### src/rtl/uflash_pkg.sv
// Shared types and constants for the user-flash stream programming engine.
package uflash_pkg;

    typedef enum logic [2:0] {
        StIdle,
        StErase,
        StGap,
        StCollect,
        StProg,
        StVerify,
        StFinish
    } state_e;

    localparam logic [1:0] ERR_OK     = 2'd0;
    localparam logic [1:0] ERR_PAGE   = 2'd1;
    localparam logic [1:0] ERR_OVF    = 2'd2;
    localparam logic [1:0] ERR_VERIFY = 2'd3;

    localparam int unsigned PAGES      = 38;
    localparam int unsigned PAGE_WORDS = 512;
    localparam logic [7:0]  ERASED_BYTE = 8'hFF;

    // Controller request encodings carried on f_wstrb.
    localparam logic [3:0] WSTRB_ERASE = 4'b0001;
    localparam logic [3:0] WSTRB_PROG  = 4'b1111;
    localparam logic [3:0] WSTRB_READ  = 4'b0000;

endpackage

### src/rtl/uflash_byte_packer.sv
// Packs accepted stream bytes little-endian into a 32-bit word, padding with
// the erased value when the stream ends mid-word.
module uflash_byte_packer
    import uflash_pkg::*;
(
    input  logic        clk,
    input  logic        reset_n,
    input  logic        clear,
    input  logic        in_valid,
    input  logic [7:0]  in_data,
    input  logic        in_last,
    output logic [31:0] word,
    output logic        word_ready,
    output logic        last
);

    logic [1:0]  lane_q, lane_d;
    logic [31:0] buf_q, buf_d;
    logic        last_q, last_d;

    // Lane fill, end-of-stream padding and clear.
    always_comb begin
        lane_d = lane_q;
        buf_d  = buf_q;
        last_d = last_q;
        if (clear) begin
            lane_d = 2'd0;
            last_d = 1'b0;
            buf_d  = {4{ERASED_BYTE}};
        end else if (in_valid) begin
            for (int i = 0; i < 4; i++) begin
                if (2'(i) == lane_q) begin
                    buf_d[8*i +: 8] = in_data;
                end else if (in_last && (2'(i) > lane_q)) begin
                    buf_d[8*i +: 8] = ERASED_BYTE;
                end
            end
            lane_d = lane_q + 2'd1;
            last_d = in_last;
        end
    end

    // Buffer state registers.
    always_ff @(posedge clk or negedge reset_n) begin
        if (!reset_n) begin
            lane_q <= 2'd0;
            buf_q  <= {4{ERASED_BYTE}};
            last_q <= 1'b0;
        end else begin
            lane_q <= lane_d;
            buf_q  <= buf_d;
            last_q <= last_d;
        end
    end

    // Word completes on the accept that fills lane 3 or carries the last byte.
    assign word_ready = in_valid & ((lane_q == 2'd3) | in_last);
    assign word       = buf_q;
    assign last       = last_q;

endmodule

### src/rtl/uflash_stream_writer.sv
// Erases one flash page, then programs and read-back-verifies a byte stream
// into it word by word through the uflash controller bus.
module uflash_stream_writer
    import uflash_pkg::*;
#(
    parameter int unsigned CLK_FREQ = 5400000,
    parameter int unsigned GAP_MS   = 10
) (
    input  logic        clk,
    input  logic        reset_n,
    input  logic        start,
    input  logic [5:0]  page,
    input  logic        s_valid,
    input  logic [7:0]  s_data,
    input  logic        s_last,
    output logic        s_ready,
    output logic        busy,
    output logic        done,
    output logic [1:0]  err,
    output logic        f_sel,
    output logic [3:0]  f_wstrb,
    output logic [14:0] f_addr,
    output logic [31:0] f_wdata,
    input  logic        f_ready,
    input  logic [31:0] f_rdata
);

    localparam logic [23:0] GapClks = 24'((64'(CLK_FREQ) * 64'(GAP_MS)) / 64'd1000);
    localparam logic [23:0] GapEnd  = (GapClks == 24'd0) ? 24'd0 : GapClks - 24'd1;

    state_e      state_q, state_d;
    logic [5:0]  page_q, page_d;
    logic [8:0]  widx_q, widx_d;
    logic [23:0] gap_q, gap_d;
    logic        sel_q, sel_d;
    logic [3:0]  wstrb_q, wstrb_d;
    logic [14:0] addr_q, addr_d;
    logic [31:0] wdata_q, wdata_d;
    logic        busy_q, busy_d;
    logic        done_q, done_d;
    logic [1:0]  err_q, err_d;

    logic        accept;
    logic        pk_clear;
    logic [31:0] pk_word;
    logic        pk_ready;
    logic        pk_last;

    assign s_ready = (state_q == StCollect);
    assign accept  = s_valid & s_ready;

    uflash_byte_packer u_packer (
        .clk        (clk),
        .reset_n    (reset_n),
        .clear      (pk_clear),
        .in_valid   (accept),
        .in_data    (s_data),
        .in_last    (s_last),
        .word       (pk_word),
        .word_ready (pk_ready),
        .last       (pk_last)
    );

    // Sequencing and bus requests. Each bus state first raises f_sel with its
    // fields in one update, then drops it on the f_ready edge while advancing.
    always_comb begin
        state_d  = state_q;
        page_d   = page_q;
        widx_d   = widx_q;
        gap_d    = gap_q;
        sel_d    = sel_q;
        wstrb_d  = wstrb_q;
        addr_d   = addr_q;
        wdata_d  = wdata_q;
        busy_d   = busy_q;
        done_d   = 1'b0;
        err_d    = err_q;
        pk_clear = 1'b0;
        unique case (state_q)
            StIdle: begin
                if (start) begin
                    busy_d = 1'b1;
                    page_d = page;
                    if (page < 6'(PAGES)) begin
                        err_d   = ERR_OK;
                        state_d = StErase;
                    end else begin
                        err_d   = ERR_PAGE;
                        state_d = StFinish;
                    end
                end
            end
            StErase: begin
                if (!sel_q) begin
                    sel_d   = 1'b1;
                    wstrb_d = WSTRB_ERASE;
                    addr_d  = {page_q, 9'd0};
                end else if (f_ready) begin
                    sel_d   = 1'b0;
                    gap_d   = 24'd0;
                    state_d = StGap;
                end
            end
            StGap: begin
                if (gap_q >= GapEnd) begin
                    widx_d   = 9'd0;
                    pk_clear = 1'b1;
                    state_d  = StCollect;
                end else begin
                    gap_d = gap_q + 24'd1;
                end
            end
            StCollect: begin
                if (pk_ready) begin
                    state_d = StProg;
                end
            end
            StProg: begin
                if (!sel_q) begin
                    sel_d   = 1'b1;
                    wstrb_d = WSTRB_PROG;
                    addr_d  = {page_q, widx_q};
                    wdata_d = pk_word;
                end else if (f_ready) begin
                    sel_d   = 1'b0;
                    state_d = StVerify;
                end
            end
            StVerify: begin
                if (!sel_q) begin
                    sel_d   = 1'b1;
                    wstrb_d = WSTRB_READ;
                    addr_d  = {page_q, widx_q};
                end else if (f_ready) begin
                    sel_d = 1'b0;
                    if (f_rdata != pk_word) begin
                        err_d   = ERR_VERIFY;
                        state_d = StFinish;
                    end else if (pk_last) begin
                        err_d   = ERR_OK;
                        state_d = StFinish;
                    end else if (widx_q == 9'(PAGE_WORDS - 1)) begin
                        // Page full with stream still open: leave the rest unread.
                        err_d   = ERR_OVF;
                        state_d = StFinish;
                    end else begin
                        widx_d   = widx_q + 9'd1;
                        pk_clear = 1'b1;
                        state_d  = StCollect;
                    end
                end
            end
            StFinish: begin
                done_d  = 1'b1;
                busy_d  = 1'b0;
                state_d = StIdle;
            end
            default: state_d = StIdle;
        endcase
    end

    // State and registered outputs.
    always_ff @(posedge clk or negedge reset_n) begin
        if (!reset_n) begin
            state_q <= StIdle;
            page_q  <= 6'd0;
            widx_q  <= 9'd0;
            gap_q   <= 24'd0;
            sel_q   <= 1'b0;
            wstrb_q <= 4'd0;
            addr_q  <= 15'd0;
            wdata_q <= 32'd0;
            busy_q  <= 1'b0;
            done_q  <= 1'b0;
            err_q   <= ERR_OK;
        end else begin
            state_q <= state_d;
            page_q  <= page_d;
            widx_q  <= widx_d;
            gap_q   <= gap_d;
            sel_q   <= sel_d;
            wstrb_q <= wstrb_d;
            addr_q  <= addr_d;
            wdata_q <= wdata_d;
            busy_q  <= busy_d;
            done_q  <= done_d;
            err_q   <= err_d;
        end
    end

    assign f_sel   = sel_q;
    assign f_wstrb = wstrb_q;
    assign f_addr  = addr_q;
    assign f_wdata = wdata_q;
    assign busy    = busy_q;
    assign done    = done_q;
    assign err     = err_q;

endmodule

### config.mk
export PLATFORM = sky130hd
export DESIGN_NAME = uflash_stream_writer
export DESIGN_NICKNAME = d
export VERILOG_FILES = /design/src/rtl/uflash_pkg.sv /design/src/rtl/uflash_byte_packer.sv /design/src/rtl/uflash_stream_writer.sv
export SDC_FILE = /design/constraint.sdc
export NUM_CORES = 1
export LEC_CHECK = 0
export BUFFER_PORTS_ARGS = -buffer_cell sky130_fd_sc_hd__buf_2
export CORE_UTILIZATION = 50
export DETAILED_ROUTE_END_ITERATION = 8
export MAX_ROUTING_LAYER = met4
export PLACE_DENSITY = 0.84
export SYNTH_ARGS = -nofsm -noshare
export SYNTH_HDL_FRONTEND = slang
export SYNTH_HIERARCHICAL = 1
export SYNTH_SLANG_ARGS = --single-unit
### constraint.sdc
create_clock -name clk -period 2.4 [get_ports clk]
set_input_delay 0.48 -clock clk [delete_from_list [all_inputs] [get_ports clk]]
set_output_delay 0.48 -clock clk [all_outputs]
set_load 0.02 [all_outputs]
==> metrics.txt, run 1 <==
Area Growth Syn to Fin 30.6%; pwr/cell area 1010 mW/mm²; register area 0.00332 mm²; largest net degree at the start of global routing 68; crit start category flip-flop; Die Area 0.0131 mm²; Max Cap Viol 0; LEAKAGE 3.66 nW; share of cells above drive strength 1 42.8%; Post-synth EDFFs 0; Ys Warns 6; Fin. Hold Viols 0; multi-input logic area 0.00303 mm²; Synth top area share 39.1%; starting density of the core 52.1%; final hold slack around 0.26 ns; failing checks setup timing; core box area 0.0122 mm²; Crit path largest cell delay 0.60 ns; placed instance area 0.00725 mm²; Rows 40; DR vias 5234; initial antenna violation count 0; setup ws final -0.0880 ns; ys flop type dfrtp_1; status finished, violations left; Hold Crit Class primary input to flip-flop; DIE HEIGHT ~110 µm; RSZ-0062 raised after global routing yes; vias per inst 5.79; CP Max Fanout 8; Cells after Synth 579; CTS Sinks ~130; Final Max Tran Viols 0; Max clock buf depth 2; synth cell count leaders dfrtp_1, nand2_1, nor2_1; ys async rst share 100%; clock skew 0.0139 ns; crit path buf inv count 2; DP HPWL about 11000 µm; GRT Resource Usage Total between 20% and 30%; post-DR wirelength/cell 18.3 µm; fmax 0.402 GHz; fin nets 782; Yosys top cell by area dfrtp_1; peak supply drop about 0.55 mV; Clock transition at path regs 0.06 ns; fin crit period 2.49 ns; type of destination of the critical path flip-flop; Clk Tree Root Cell clkbuf_16; GR Overflow Total 0; Yosys cell types 54; Critical Path AT 2.81 ns; Starting DRT DRC Count 324; Final setup viols 11; post-layout util 68.0%; DRC 0; CTS Buf Count 17; CTS tree built; final wirelength 16500 µm; Syn Std Cell Area 0.00633 mm²; worst skew pair latency around 0.42 ns; count leader, synth dfrtp_1; CP Data Required Time 2.72 ns; slowest CP cell dfstp_2; port bufs 108; I/O Pins 109; CP Class flip-flop to flip-flop; H-tree levels 4; first-pass GRT wire length 26000 µm; cells along the critical path xor2_2 -> nor4_2 -> buf_4 -> nand4_1 -> o31ai_4 -> or2_4 -> buf_12 -> nor2_4 -> a311oi_2; period utilisation layout 104%; Filler Cell Count 864; slew at the pin with the worst max-slew slack 0.726 ns; drt first pass iters 6; vias in the first global route 5220; syn_area_per_cell 10.9 µm²; Top delay family on crit path simple AND/OR/NAND/NOR gates; Die X 115 µm; syn nets between 600 and 700; synth top area cells dfrtp_1, dfstp_2, mux2_2; #FFs+latches synth 131; antenna diode count 0; sequential share of the synthesized area between 50 and 60%; GPL Wtd Cong roughly 0.90; ANT nets after route 0; Slew HR 51.2%; fin area 0.00827 mm²
-- path summary, 6_finish.rpt --
check / from / to / slack [ns] / depth (start not counted)
worst max register to register: u_packer/word[14] / u_packer/word[13] / -0.09 / 9
max in group asynchronous: reset_n / u_packer/word[11] / 1.27 / 3
worst min-delay path: page[0] / page_q[0] / 0.26 / 3
worst min register to register: page_q[3] / page_q[3] / 0.48 / 2
worst max-delay path: u_packer/word[14] / u_packer/word[13] / -0.09 / 9
min in group asynchronous: reset_n / page_q[2] / 0.42 / 2
-- through the flow --
stage | setup TNS, ns | cells | power (mW) | worst slack, ns
floorplan | 0 | 579 | 4.62 | 0.0190
global placement | -0.632 | 860 | 5.31 | -0.0860
detailed placement | -2.00 | 860 | 5.42 | -0.202
CTS | 0 | 896 | 8.22 | 0.00503
global route | -1.63 | 904 | 8.72 | -0.144
finish | -0.447 | 904 | 8.32 | -0.0880
-- kinds of logic after synthesis --
family | synth area share (%)
adders and majority gates | 1.38
AOI/OAI and AO/OA | 11.4
DFF | 52.4
and+or+nand+nor | 16.0
muxes | 9.82
buffers and inverters | 4.42
xor gates and xnor gates | 4.56
-- tightest hold or removal path, stage by stage --
cell,delay (ns)
buf_2,0.07
nand2_1,0.04
nand2_1,0.06
-- power breakdown --
group	switching, mW	internal [mW]
Clock	0.941	1.83
Combinational	1.37	1.09
Sequential	0.383	2.71
Total	2.69	5.63
-- per-layer routing --
metal  GRT usage, %  vias to the layer above  share of wire [%]
met5              -                        -                  0
met3           7.15                       32                6.0
li1               -                     2363                  -
met1           32.4                     2623                 41
met4           8.83                        0                1.8
met2           43.6                      216                 51
-- cell type report --
type                    instances  share of cell area, %
inverters                      28                   1.27
repair buffers                157                   11.7
flip-flops and latches        131                   40.1
well taps                     168                   2.54
clock inverters                 7                   1.44
multi-input cells             388                   36.6
clock buffers                  25                   6.35
-- what timing repair did --
item,4_1_cts,5_1_grt
pin swaps,6,33
buffers inserted,3,7
endpoints found under the setup margin,15,32
endpoints found under the hold margin,6,0
cloned,0,3
hold buffers,1,0
gates resized for setup,7,49
-- cells in the final DEF, fill, tap and decap left out, drive strengths merged, types with 12 or more instances in the layout --
master    n
dfrtp    99
xor2     32
clkbuf   26
nand2b   17
mux2     41
nor2     42
inv      28
nor4     16
nand2    48
buf     155
nand3    12
dfstp    32
mux2i    16
a21oi    19
-- flip-flops by register name (all words and copies together), names as in the netlist, 3 cells and up --
name and count:
f_addr 15, f_wdata 32, gap_q 24, page_q 6, state_q 3, u_packer/word 32, widx_q 9
(Power assumes the default switching activity.)
==> run 2, diff against run 1 <==
Settings changed: CORE_UTILIZATION 50 to 25, CTS_CLUSTER_SIZE from default to 20, PLACE_DENSITY 0.84 to 0.52.
==> metrics.txt, run 2 (synthesis gave the netlist of run 1 again) <==
status finished, final reports clean; CTS Buf Count 17 (unchanged); Clock transition at path regs 0.05 ns (about the same); core box area 0.0246 mm² (+100%); Critical Path AT 2.71 ns (-0.10 ns); pwr/cell area 997 mW/mm² (-0.85%); CP Max Fanout 5 (-3); port bufs 108 (unchanged); Crit path largest cell delay 0.56 ns (-0.04 ns); Area Growth Syn to Fin 31.1%; initial antenna violation count 3 (+3); period utilisation layout 99.1% (-4.6 points); DIE HEIGHT 161 µm (+41%); Rows 57 (+43%); vias in the first global route 4834 (-7.4%); Clk Tree Root Cell clkbuf_16; internal reg-to-reg setup slack 0.02 ns (+0.11 ns); type of destination of the critical path flip-flop; Die X 161 µm (+41%); fin crit period 2.38 ns (-0.109 ns); Max Cap Viol 0 (unchanged); Final setup viols 0 (-11); post-DR wirelength/cell 15.9 µm (-13%); CTS Sinks 131 (unchanged); Reg-to-Reg Start u_packer/word[21]; largest net degree at the start of global routing 50 (-26%); slowest CP cell dfstp_2; DR vias 4971 (-5.0%); fmax 0.420 GHz (+4.6%); worst skew pair latency 0.42 ns (about the same); GPL Wtd Cong 0.801 (-11%); Fin. Hold Viols 0 (unchanged); first-pass GRT wire length 27600 µm (+6.1%); Slew HR 52.7% (+1.5 points); DP HPWL 12600 µm (+15%); Overall Power 8.28 mW (-0.49%); Final TNS setup 0 ns (+0.447 ns); fin nets 795 (+1.7%); peak supply drop 0.480 mV (-12%); CP Data Required Time 2.73 ns (about the same); ANT nets after route 0 (unchanged); CP Class flip-flop to flip-flop; Non-Filler Instances 1076 (+19%); crit start category flip-flop; Filler Cell Count 2508 (+190%); DRC 0 (unchanged); vias per inst 4.62 (-20%); commonest non-fill, non-tap cells in the layout buf_2, dfrtp_1, buf_4; RR Endpoint u_packer/word[15]; drt first pass iters 4 (-2); cells along the critical path xor2_1 -> nor4_1 -> buf_4 -> nand4_1 -> buf_4 -> o31ai_4 -> a211o_1 -> buf_4 -> buf_4 -> nor2_1 -> a311oi_1; RSZ-0062 raised after global routing yes; final hold slack 0.271 ns (+0.00912 ns); Placed Cells 1037 (+21%); share of cells above drive strength 1 38.2% (-4.6 points); final wirelength 17100 µm (+3.7%); LEAKAGE 3.66 nW (+0.12%); Max clock buf depth 2 (unchanged); Critical path origin u_packer/word[21]; Hold Crit Class primary input to flip-flop; slew at the pin with the worst max-slew slack 0.710 ns (-0.0161 ns); reg2reg path depth 11 (+2); clock skew 0.0127 ns (-0.00122 ns); Setup crit end u_packer/word[15]; CTS tree built; Starting DRT DRC Count 226 (-30%); GRT Resource Usage Total 14.2% (-13 points); GR Overflow Total 0 (unchanged); commonest non-fill, non-tap cell in the layout buf_2; Die Area 0.0260 mm² (+98%); H-tree levels 4 (unchanged); starting density of the core 25.7% (-26 points); I/O Pins 109 (unchanged); CP dominant cell by count buf_4; Final Max Tran Viols 0 (unchanged); post-layout util 33.8% (-34 points)
==> run 2: worst max-delay path: cells and delay by family, from the launching register on <==
| kind | cells | cell delay [ns] |
|---|---|---|
| simple gates | 3 | 0.39 |
| compound gates | 3 | 0.73 |
| buf+inv | 4 | 0.55 |
| flops | 1 | 0.56 |
| xor+xnor | 1 | 0.07 |
==> run 2: area by class of cell <==
class	count	area (µm²)	share of cell area, %
antenna	3	7.51	0.0904
clock buffer	27	493	5.94
clock inverter	5	125	1.51
inverter	28	105	1.27
multi-input combinational	388	2790	33.6
sequential	131	3320	40.0
tap	324	405	4.88
timing repair buffer	170	1060	12.7
==> run 2: where the power goes <==
group / switching (mW) / total, mW / internal (mW)
Combinational: 1.35 / 2.46 / 1.11
Sequential: 0.348 / 3.06 / 2.71
Clock: 0.934 / 2.76 / 1.82
Total: 2.63 / 8.28 / 5.65
==> run 2: per-layer routing <==
| layer | vias to the layer above | global-route usage, % | routed length [µm] |
|---|---|---|---|
| met4 | 0 | 4.25 | 185 |
| met5 | - | - | 0 |
| li1 | 2397 | - | - |
| met2 | 138 | 21.0 | 7730 |
| met3 | 15 | 3.85 | 1030 |
| met1 | 2421 | 18.9 | 8200 |
==> run 2: per-stage QoR <==
stage,cell area (µm²),setup WS (ns)
final,8300,0.0215
after global routing,8300,-0.0749
after CTS,8270,0.00974
after detailed placement,7600,-0.242
after global placement,7600,-0.112
after floorplan,6340,0.0190
==> run 2: worst min path at each step <==
stage	from	to	slack [ns]	cells past startpoint
detailed placement	reset_n	f_wdata[3]	0.41	1
global placement	reset_n	f_wdata[3]	0.41	1
global route	page[0]	page_q[0]	0.27	3
floorplan	reset_n	busy	0.18	0
finish	page[5]	page_q[5]	0.27	3
CTS	page[5]	page_q[5]	0.25	3
==> run 2: what timing repair did <==
item | CTS | global route
setup endpoints to repair | 9 | 23
hold buffers | 1 | 0
endpoints found under the hold margin | 18 | 0
setup buffers | 3 | 1
pin swaps | 6 | 4
resized for setup | 3 | 8
==> run 3, diff against run 2 <==
Settings changed: CELL_PAD_IN_SITES_DETAIL_PLACEMENT from default to 1, CELL_PAD_IN_SITES_GLOBAL_PLACEMENT from default to 2, PLACE_DENSITY 0.52 to 0.7, TNS_END_PERCENT from default to 50.
==> metrics.txt, run 3 (synthesis gave the netlist of run 1 again) <==
Power Internal 5.41 mW (-4.2%); Die Area 0.0260 mm² (unchanged); GRT Resource Usage Total 15.9% (+1.7 points); Hold Crit Class primary input to async pin; Area Growth Syn to Fin 35.3%; crit start category flip-flop; share of cells above drive strength 1 42.6% (+4.4 points); Final setup viols 0 (unchanged); setup ws final 0.0216 ns (+0.0000966 ns); fin crit period 2.38 ns (-0.0000966 ns); starting density of the core 25.7% (unchanged); Starting DRT DRC Count 168 (-26%); peak supply drop 0.467 mV (-2.6%); CP Class flip-flop to flip-flop; Sw Pwr 2.79 mW (+6.0%); pre-CTS setup slack -0.318 ns (-0.0756 ns); initial antenna violation count 2 (-1); Slew HR 58.8% (+6.1 points); Fin. Hold Viols 0 (unchanged); CTS tree built; DP HPWL 13800 µm (+9.7%); Clock power frac 32.0% (-1.3 points); cells along the critical path xor2_2 -> nor4_4 -> buf_4 -> nand4_1 -> o31ai_4 -> or2_4 -> buf_12 -> nor2_2 -> a311oi_2; Clk Tree Root Cell clkbuf_16; CTS Buf Count 17 (unchanged); type of destination of the critical path flip-flop; Top delay family on crit path simple AND/OR/NAND/NOR gates; slew at the pin with the worst max-slew slack 0.619 ns (-0.0913 ns); crit path buf inv count 2 (-2); Max Cap Viol 0 (unchanged); Final Max Tran Viols 0 (unchanged); Clock transition at path regs 0.07 ns (+0.02 ns); pwr/cell area 957 mW/mm² (-4.0%); I/O Pins 109 (unchanged); worst skew pair latency 0.43 ns (about the same); Max clock buf depth 2 (unchanged); vias in the first global route 5465 (+13%); Reg power frac 37.5% (+0.5 points); slowest CP cell dfstp_2; register area 0.00332 mm² (unchanged); commonest non-fill, non-tap cells in the layout buf_2, dfrtp_1, buf_4; clock skew 0.0186 ns (+0.00589 ns); Die X 161 µm (unchanged); period utilisation layout 99.1% (about the same); GR Overflow Total 0 (unchanged); Critical Path AT 2.72 ns (about the same); H-tree levels 4 (unchanged); multi-input logic area 0.00293 mm² (+4.7%); core box area 0.0246 mm² (unchanged); DRC 0 (unchanged); CP Data Required Time 2.75 ns (+0.02 ns); RSZ-0062 raised after global routing yes; vias per inst 4.66 (+0.87%); DR vias 5075 (+2.1%); Rows 57 (unchanged); post-DR wirelength/cell 17.5 µm (+10%); CTS Sinks 131 (unchanged); Filler Cell Count 2788 (+11%); largest net degree at the start of global routing 58 (+16%); fmax 0.420 GHz (about the same); Final TNS setup 0 ns (unchanged); CP Max Fanout 8 (+3); status finished, final reports clean; ANT nets after route 0 (unchanged); Hold-fix buffers, CTS 0 (-1); Combinational Power Share 30.5% (+0.8 points); LEAKAGE 3.76 nW (+2.6%); final wirelength 19100 µm (+11%); fin nets 809 (+1.8%); Crit path largest cell delay 0.56 ns (about the same); GPL Wtd Cong 0.779 (-2.7%); port bufs 108 (unchanged); first-pass GRT wire length 30800 µm (+11%); Sw Ratio 34.0% (+2.2 points); drt first pass iters 4 (unchanged); DIE HEIGHT 161 µm (unchanged); commonest non-fill, non-tap cell in the layout buf_2
[run 3: cell types whose count changed in the layout (fill, tap and decap cells not counted), moves of 3 or more]
cell        change
a311oi_1        -3
a311oi_2        +3
buf_12          +3
buf_4           +9
clkbuf_1        -6
clkinvlp_4      +3
inv_6           +3
nor3_1          -3
nor3_2          +3
o32ai_1         -3
[run 3: final cells by class]
cell class,count,share of cell area (%)
diodes,2,0.0584
clock buffers,19,5.17
clock inverters,13,1.72
inverters,28,1.23
multi-input cells,388,34.1
flip-flops and latches,131,38.7
well taps,324,4.73
repair buffers,184,14.2
[run 3: timing repair]
item                       CTS  global route
setup endpoints to repair   27            38
cloned                       0             1
gates resized for setup      8            28
pin swaps                    6            18
hold endpoints to repair     0             0
buffers inserted             2             6
[run 3: final timing paths]
check	to	cells after the start	slack, ns	startpoint
worst max-delay path	u_packer/word[8]	9	0.02	u_packer/word[14]
worst min-delay path	page_q[4]	1	0.02	reset_n
worst max register to register	u_packer/word[8]	9	0.02	u_packer/word[14]
worst min register to register	page_q[0]	2	0.47	page_q[0]
max in group asynchronous	u_packer/word[5]	2	1.62	reset_n
min in group clk	page_q[0]	3	0.26	page[0]
[run 3: per-stage QoR]
step | total power, mW | area [µm²] | instances | hold WS, ns | util [%]
floorplan | 4.62 | 6340 | 579 | 0.184 | -
global placement | 5.56 | 7700 | 1048 | 0.460 | 31.3
detailed placement | 5.59 | 7700 | 1048 | 0.463 | 31.3
CTS | 8.28 | 8330 | 1082 | 0.0466 | 33.9
global route | 8.71 | 8570 | 1089 | 0.0660 | 34.8
finish | 8.20 | 8570 | 1089 | 0.0249 | 34.8
[run 3: routing by layer]
| metal | GRT usage (%) | wire length [µm] |
|---|---|---|
| met5 | - | 0 |
| met4 | 4.03 | 140 |
| met3 | 3.88 | 689 |
| met2 | 25.5 | 9400 |
| met1 | 20.1 | 8870 |
[run 3: power groups by stage]
stage          registers [mW]  clock network (mW)  logic [mW]
5_1_grt                  3.16                2.79        2.76
4_1_cts                  3.09                2.70        2.50
3_3_place_gp             3.11                   0        2.45
2_1_floorplan            3.29                   0        1.33
6_report                 3.07                2.63        2.50
3_5_place_dp             3.11                   0        2.47
